`src/rtl/kf_gain2_seq.sv`:
```
// kf_gain2_seq: forms K = M * inv(S) for 2x2 signed fixed-point matrices.
// Hands S to an external serial inverter over a start/done handshake,
// captures the returned inverse into R, then produces one K element per
// cycle using two shared multipliers. A missing inv_done raises a sticky err.
module kf_gain2_seq #(
  parameter int N       = 20,
  parameter int FRAC    = 10,
  parameter int TIMEOUT = 16
) (
  input  logic                clk,
  input  logic                rst_n,
  input  logic                start,
  input  logic signed [N-1:0] s00,
  input  logic signed [N-1:0] s01,
  input  logic signed [N-1:0] s10,
  input  logic signed [N-1:0] s11,
  input  logic signed [N-1:0] m00,
  input  logic signed [N-1:0] m01,
  input  logic signed [N-1:0] m10,
  input  logic signed [N-1:0] m11,
  output logic                inv_start,
  output logic signed [N-1:0] inv_a,
  output logic signed [N-1:0] inv_b,
  output logic signed [N-1:0] inv_c,
  output logic signed [N-1:0] inv_d,
  input  logic                inv_done,
  input  logic signed [N-1:0] inv_ia,
  input  logic signed [N-1:0] inv_ib,
  input  logic signed [N-1:0] inv_ic,
  input  logic signed [N-1:0] inv_id,
  output logic                busy,
  output logic                done,
  output logic                err,
  output logic signed [N-1:0] k00,
  output logic signed [N-1:0] k01,
  output logic signed [N-1:0] k10,
  output logic signed [N-1:0] k11
);

  localparam int CW = (TIMEOUT > 2) ? $clog2(TIMEOUT) : 1;

  typedef enum logic [1:0] {
    IDLE  = 2'd0,
    ISSUE = 2'd1,
    WAIT  = 2'd2,
    MUL   = 2'd3
  } state_t;

  state_t state_r, state_nx_s;

  logic [1:0]          j_r;
  logic [CW-1:0]       cnt_r;
  logic                timeout_s;
  logic signed [N-1:0] s00_r, s01_r, s10_r, s11_r;
  logic signed [N-1:0] m00_r, m01_r, m10_r, m11_r;
  logic signed [N-1:0] r00_r, r01_r, r10_r, r11_r;

  logic signed [N-1:0]   a0_s, a1_s, b0_s, b1_s;
  logic signed [2*N-1:0] a0x_s, a1x_s, b0x_s, b1x_s;
  logic signed [2*N-1:0] p0_s, p1_s, sh0_s, sh1_s;
  logic        [N-1:0]   kval_s;

  // The inverter sees only the latched S, so its operands hold for the whole request.
  assign inv_a = s00_r;
  assign inv_b = s01_r;
  assign inv_c = s10_r;
  assign inv_d = s11_r;

  assign timeout_s = (cnt_r == CW'(TIMEOUT - 1));

  // State register.
  always_ff @(posedge clk or negedge rst_n) begin
    if (!rst_n) begin
      state_r <= IDLE;
    end else begin
      state_r <= state_nx_s;
    end
  end

  // Next-state logic; inv_done beats a timeout landing on the same edge.
  always_comb begin
    state_nx_s = state_r;
    case (state_r)
      IDLE:    if (start) state_nx_s = ISSUE; else state_nx_s = IDLE;
      ISSUE:   state_nx_s = WAIT;
      WAIT: begin
        if (inv_done)       state_nx_s = MUL;
        else if (timeout_s) state_nx_s = IDLE;
        else                state_nx_s = WAIT;
      end
      MUL:     if (j_r == 2'd3) state_nx_s = IDLE; else state_nx_s = MUL;
      default: state_nx_s = IDLE;
    endcase
  end

  // Operand select: j[1] picks the M row, j[0] picks the R column.
  always_comb begin
    a0_s   = j_r[1] ? m10_r : m00_r;
    a1_s   = j_r[1] ? m11_r : m01_r;
    b0_s   = j_r[0] ? r01_r : r00_r;
    b1_s   = j_r[0] ? r11_r : r10_r;
    a0x_s  = {{N{a0_s[N-1]}}, a0_s};
    a1x_s  = {{N{a1_s[N-1]}}, a1_s};
    b0x_s  = {{N{b0_s[N-1]}}, b0_s};
    b1x_s  = {{N{b1_s[N-1]}}, b1_s};
    p0_s   = a0x_s * b0x_s;
    p1_s   = a1x_s * b1x_s;
    sh0_s  = p0_s >>> FRAC;
    sh1_s  = p1_s >>> FRAC;
    kval_s = sh0_s[N-1:0] + sh1_s[N-1:0];
  end

  // Operand/result registers, handshake outputs and timeout counter.
  always_ff @(posedge clk or negedge rst_n) begin
    if (!rst_n) begin
      s00_r <= {N{1'b0}}; s01_r <= {N{1'b0}}; s10_r <= {N{1'b0}}; s11_r <= {N{1'b0}};
      m00_r <= {N{1'b0}}; m01_r <= {N{1'b0}}; m10_r <= {N{1'b0}}; m11_r <= {N{1'b0}};
      r00_r <= {N{1'b0}}; r01_r <= {N{1'b0}}; r10_r <= {N{1'b0}}; r11_r <= {N{1'b0}};
      k00   <= {N{1'b0}}; k01   <= {N{1'b0}}; k10   <= {N{1'b0}}; k11   <= {N{1'b0}};
      j_r       <= 2'd0;
      cnt_r     <= {CW{1'b0}};
      inv_start <= 1'b0;
      busy      <= 1'b0;
      done      <= 1'b0;
      err       <= 1'b0;
    end else begin
      done      <= 1'b0;
      inv_start <= 1'b0;
      case (state_r)
        IDLE: begin
          if (start) begin
            s00_r <= s00; s01_r <= s01; s10_r <= s10; s11_r <= s11;
            m00_r <= m00; m01_r <= m01; m10_r <= m10; m11_r <= m11;
            err       <= 1'b0;
            busy      <= 1'b1;
            inv_start <= 1'b1;
          end else begin
            busy <= 1'b0;
          end
        end
        ISSUE: begin
          cnt_r <= {CW{1'b0}};
        end
        WAIT: begin
          if (inv_done) begin
            r00_r <= inv_ia; r01_r <= inv_ib; r10_r <= inv_ic; r11_r <= inv_id;
            j_r   <= 2'd0;
          end else if (timeout_s) begin
            err  <= 1'b1;
            done <= 1'b1;
            busy <= 1'b0;
          end else begin
            cnt_r <= cnt_r + {{(CW-1){1'b0}}, 1'b1};
          end
        end
        MUL: begin
          case (j_r)
            2'd0:    k00 <= kval_s;
            2'd1:    k01 <= kval_s;
            2'd2:    k10 <= kval_s;
            2'd3:    k11 <= kval_s;
            default: k00 <= kval_s;
          endcase
          j_r <= j_r + 2'd1;
          if (j_r == 2'd3) begin
            done <= 1'b1;
            busy <= 1'b0;
          end else begin
            busy <= 1'b1;
          end
        end
        default: begin
          busy <= 1'b0;
        end
      endcase
    end
  end

endmodule

```
`config.mk`:
```
export PLATFORM = sky130hd
export DESIGN_NAME = kf_gain2_seq
export DESIGN_NICKNAME = d
export VERILOG_FILES = /design/src/rtl/kf_gain2_seq.sv
export SDC_FILE = /design/constraint.sdc
export NUM_CORES = 2
export LEC_CHECK = 0
export CELL_PAD_IN_SITES_DETAIL_PLACEMENT = 0
export CELL_PAD_IN_SITES_GLOBAL_PLACEMENT = 1
export CORE_MARGIN = 5
export CORE_UTILIZATION = 45
export CTS_CLUSTER_DIAMETER = 40
export CTS_CLUSTER_SIZE = 12
export DETAILED_ROUTE_END_ITERATION = 8
export GPL_TIMING_DRIVEN = 0
export PLACE_DENSITY = 0.88
export SLEW_MARGIN = 15
export SYNTH_ARGS = -nofsm -noshare
export SYNTH_HDL_FRONTEND = slang
export SYNTH_SLANG_ARGS = --single-unit
export TNS_END_PERCENT = 50
```
`constraint.sdc`:
```
create_clock -name clk -period 13.6 [get_ports clk]
set_clock_uncertainty 0.2 [all_clocks]
set_input_delay 2.72 -clock clk [delete_from_list [all_inputs] [get_ports clk]]
set_output_delay 2.72 -clock clk [all_outputs]
set_load 0.03 [all_outputs]
```
Word level (Yosys, flattened, before mapping)
Cells that the tools add are included.
Widths: inputs -> output; s select.
{ "totals": {"memories": 0, "latch_bits": 0, "regBits": 332, "mem_bits_rw": 0, "romBits": 0, "out_inout_bits": 164} }
{ "classes": {"n_bitwise": 0, "shift": 0, "n_addsub": 3, "div": 0, "eq_ne": 12, "muxes": 28, "magnitude_cmp": 0, "reduce_logical": 16, "mul": 2} }
{ "op_table": {"columns": ["op", "n"], "rows": [
  ["$mux 20", 4],
  ["$mul 20x20->30", 2],
  ["$add 20x20->20", 1],
  ["$reduce_and 2->1", 7],
  ["$mux 1", 12],
  ["$ne 2x2->1 const B", 5],
  ["$eq 2x2->1 const B", 4],
  ["$mux 2", 4],
  ["$mux 4", 2],
  ["$pmux 2 s4", 1],
  ["$pmux 4 s2", 1],
  ["$reduce_and 3->1", 2],
  ["$reduce_bool 2->1", 3],
  ["$add 4x1->4 const B", 1],
  ["$eq 2x1->1 const B", 2],
  ["$eq 4x4->1 const B", 1],
  ["$logic_not 2->1", 2],
  ["$pmux 1 s2", 2],
  ["$pmux 2 s2", 1],
  ["$reduce_and 4->1", 1],
  ["$pmux 1 s3", 1],
  ["$reduce_bool 3->1", 1],
  ["$add 2x1->2 const B", 1]
]} }

Longest topological paths before layout
{ "logic_depth": {"word_depth": 4, "depth_mapped": 40} }

Least setup slack after synthesis
No wires, ideal clock.
{ "synth_path": {"path_kind": "reg2reg", "from": "register j_r[1]", "to": "register k00[19]", "path_stages_with_launch": 38, "path_buffers": 5, "setup_time_ps": 128, "period_less_slack_ps": 9600, "required_ps": 13272, "arrival_time_ps": 9271, "slack_ps": 4000, "cell_sequence": "dfrtp_1 buf_6 buf_6 buf_1 buf_1 mux2i_1 clkbuf_1 nor2_1 fa_1 fa_1 inv_1 fa_1 inv_1 fa_1 inv_1 fa_1 inv_1 fa_1 [... 2 more ...] inv_1 ha_1 a21oi_1 a21boi_1 nor2_1 o31a_1 o21a_1 o21a_1 nor2_1 xnor2_1 ha_1 and3_1 a211o_1 a21oi_1 o21bai_1 a211o_1 xnor2_1 o21ai_1"} }
{ "synth_between": {"elab_chain_len": 3} }
{ "synth_lines": {"columns": ["item", "line", "rtl"], "rows": [
  ["from (decl)", "51", "logic [1:0] j_r;"],
  ["from (signal assigned)", "164", "j_r <= j_r + 2'd1;"],
  ["$mux 20 (on tied branches)", "98, 99", null],
  ["$mul 20x20->30 (on tied branches)", "106, 107", null],
  ["$add 20x20->20", "110", "kval_s = sh0_s[N-1:0] + sh1_s[N-1:0];"],
  ["to (signal assigned)", "119", "k00 <= {N{1'b0}}; k01 <= {N{1'b0}}; k10 <= {N{1'b0}}; k11 <= {N{1'b0}};"],
  ["to (signal assigned)", "158", "2'd0: k00 <= kval_s;"],
  ["to (signal assigned)", "162", "default: k00 <= kval_s;"],
  ["to (decl)", "34", "output logic signed [N-1:0] k00,"]
]} }
Parallel ways exist; a longest one is shown, timed or not.
A chain may end at the register's enable or synchronous reset.

Worst setup path after layout
{ "layout_path": {"from": "register j_r[1]", "to": "register k01[19]"} }
{ "layout_between": {"elab_chain_len": 3} }
{ "layout_lines": {"columns": ["item", "line", "rtl"], "rows": [
  ["$mux 20 (on tied branches)", "98, 99", null],
  ["$mul 20x20->30 (on tied branches)", "106, 107", null],
  ["$add 20x20->20", "110", null],
  ["to (signal assigned)", "119", null],
  ["to (signal assigned)", "159", "2'd1: k01 <= kval_s;"],
  ["to (decl)", "35", "output logic signed [N-1:0] k01,"]
]} }
Parallel ways exist; a longest one is shown, timed or not.

==> impl_metrics.csv <==
group,metric,value,unit
run_status,status,"completed",
drt,avgViaCountPerCell,5.21,
worst_setup_path,reg2reg_depth,38,
clocking,clock-sinks,332,
synth,netlist_area,36900,um^2
worst_setup_path,required,13.85,ns
synth,yosysMostFrequentCell,"nand2_1",
worst_setup_path,reg2reg_slack,0.83,ns
synth,ys_ff_latch,332,
synth,ys_seq_area_share,22.5,%
floorplan,rows,105,
worst_setup_path,cp-start-kind,"flip-flop",
drt,drt_iter0_markers,1814,
synth,synth_ff_type,"dfrtp_1",
floorplan,design.die.area,87800,um^2
worst_setup_path,max_stage_delay,0.94,ns
floorplan,die_x,296,um
synth,synth_edf_count,0,
drt,drcViolationCount,0,
timing,setup_viol,0,
drt,final_antenna_net_count,0,
min_path,hold_start,"inv_d[13]",
grt,globalRouteTotalUtil,27.4,%
synth,synth_top_cell_by_area,"fa_1",
drt,vias,28900,
synth,synth.top_cells.by_count,"848 x nand2_1, 731 x inv_1, 619 x fa_1, 455 x nor2_1, 332 x dfrtp_1",
synth,synth_top_area_share,33.6,%
synth,ys_async_sr_fraction,100,%
clocking,cts_max_level,2,
floorplan,core,81700,um^2
timing,worst_slew_pin_slew,1.20,ns
grt,grt_overflow,0,
timing,slew_violations,0,
clocking,cts_buffers,58,
drt,first_pass_iters,6,
worst_setup_path,arrival,13.02,ns
grt,antenna_found_initial,4,
timing,finalCritPeriodShare,93.9,%
synth,synth_area_leaders,"fa_1 34%, dfrtp_1 23%, nand2_1 8.6%, inv_1 7.4%, ha_1 7.1%",
worst_setup_path,end_kind,"flip-flop",
worst_setup_path,reg2reg_to,"k01[19]",
min_path,min_to,"inv_d[13]",
timing,whs,0.269,ns
clocking,cts_buffer_depth,3,
clocking,clk_latency,0.64,ns
cells_and_area,design_area,44500,um^2
worst_setup_path,r2r_start,"j_r[1]",
synth,avgSynthCellArea,9.31,um^2
grt,grt_pass1_wl,182000,um
cells_and_area,layout.nets,5505,
clocking,cts_tree,"built",
place,dpl_cell_area,42400,um^2
drt,routed_wirelength,119000,um
floorplan,start_util,45.2,%
clocking,ctsResizeCount,0,
cells_and_area,drive_gt1_share,7.25,%
timing,grt_setup_unrepaired,"no",
clocking,ctsHoldBuffers,0,
worst_setup_path,crit_slowest_cell,"buf_1",
grt,grt_max_degree,97,
place,dp_hpwl,98900,um
timing,hold_violations,0,
place,portBuffers,407,
grt,grt_pass1_vias,30300,
synth,ys_warn_count,0,
synth,ys_types,66,
timing,finalCriticalPeriod,12.77,ns
worst_setup_path,criticalPathCategory,"flip-flop to flip-flop",
floorplan,die_y,296,um
synth,synthCells,3962,
floorplan,ios,408,
min_path,worstHoldPathType,"flip-flop to flip-flop",
worst_setup_path,crit_path_max_fanout,10,
job,drv_cap,0,
timing,fmax,0.0783,GHz
drt,wl_per_cell,21.5,um
cells_and_area,area_delta_synth_final,20.6,%
clocking,cts_setup_buffers,0,
cells_and_area,fill_cells,7499,
place,gp_congestion,0.976,
clocking,cts-root-buf,"clkbuf_16",
timing,max_slew_margin,17.4,%
synth,synth_fp_nets,5035,
clocking,path_clk_slew,0.06,ns
min_path,whs_path_depth,2,
[cells in the final DEF, fill, tap and decap left out, drive strengths merged, types with 31 or more instances in the layout]
cell type,netlist,routed
clkbuf,109,175
mux2i,77,77
mux2,151,151
fa,619,619
inv,734,753
nor2,457,457
dfrtp,332,332
clkdlybuf4s50,0,406
a21oi,35,35
ha,210,210
xnor2,88,88
buf,27,31
o21ai,95,95
nand2,849,849
[critical path, delay by kind of cell, from the launching register on]
kind / cells / cell delay [ns]
mux: 1 / 0.65
fa+ha+maj: 9 / 4.19
buf+inv: 12 / 3.24
simple gates: 2 / 0.45
compound gates: 12 / 2.60
xor+xnor: 2 / 0.72
flops: 1 / 0.51
[metal layers]
layer | up-vias | global-route usage [%] | wire length (um)
li1 | 12800 | - | -
met1 | 14600 | 36.7 | 48300
met2 | 1286 | 43.7 | 54000
met3 | 259 | 6.92 | 11400
met4 | 4 | 10.2 | 5480
met5 | - | 0 | 26
[layout make-up]
cell class                      count  area, um^2  share of cell area [%]
Multi-Input combinational cell   2760       25300                    56.8
Sequential cell                   332        8310                    18.7
Timing Repair Buffer              410        4160                    9.35
Inverter                          734        2760                    6.20
Clock buffer                       66        1510                    3.40
Tap cell                         1070        1340                    3.01
Buffer                            136         599                    1.35
Clock inverter                     43         537                    1.21
Antenna cell                        1        2.50                 0.00562
[stage by stage]
step	TNS, ns	setup WS, ns	std cells	util, %
after CTS	0	0.931	5551	54.4
final	0	0.833	5552	54.5
after floorplan	0	4.00	3962	-
after global placement	-1778.14	-5.46	5439	51.8
after global routing	0	0.315	5552	54.5
after detailed placement	0	1.06	5442	51.9
[kinds of logic (layout without fill, tap and decap cells)]
kind of cell	after synthesis	after routing	share of synthesized area, %
AOI/OAI and AO/OA	206	206	3.43
xor gates and xnor gates	103	103	2.50
adders and majority gates	829	829	40.7
buffers and inverters	870	1389	9.08
DFF	332	332	22.5
muxes	228	228	7.01
other	0	1	0
and+or+nand+nor	1394	1394	14.8
[how the worst max path moves through the flow]
stage                start  endpoint  slack (ns)
floorplan           j_r[1]   k00[19]        4.00
global placement     rst_n    k10[5]       -5.46
detailed placement  j_r[1]   k00[19]        1.06
CTS                 j_r[1]   k01[19]        0.93
global route        j_r[1]   k11[18]        0.32
finish              j_r[1]   k01[19]        0.83
Power is left out: the tool's default activity adds up to more than one toggle a clock period on the data nets, which glitch-free logic cannot reach.
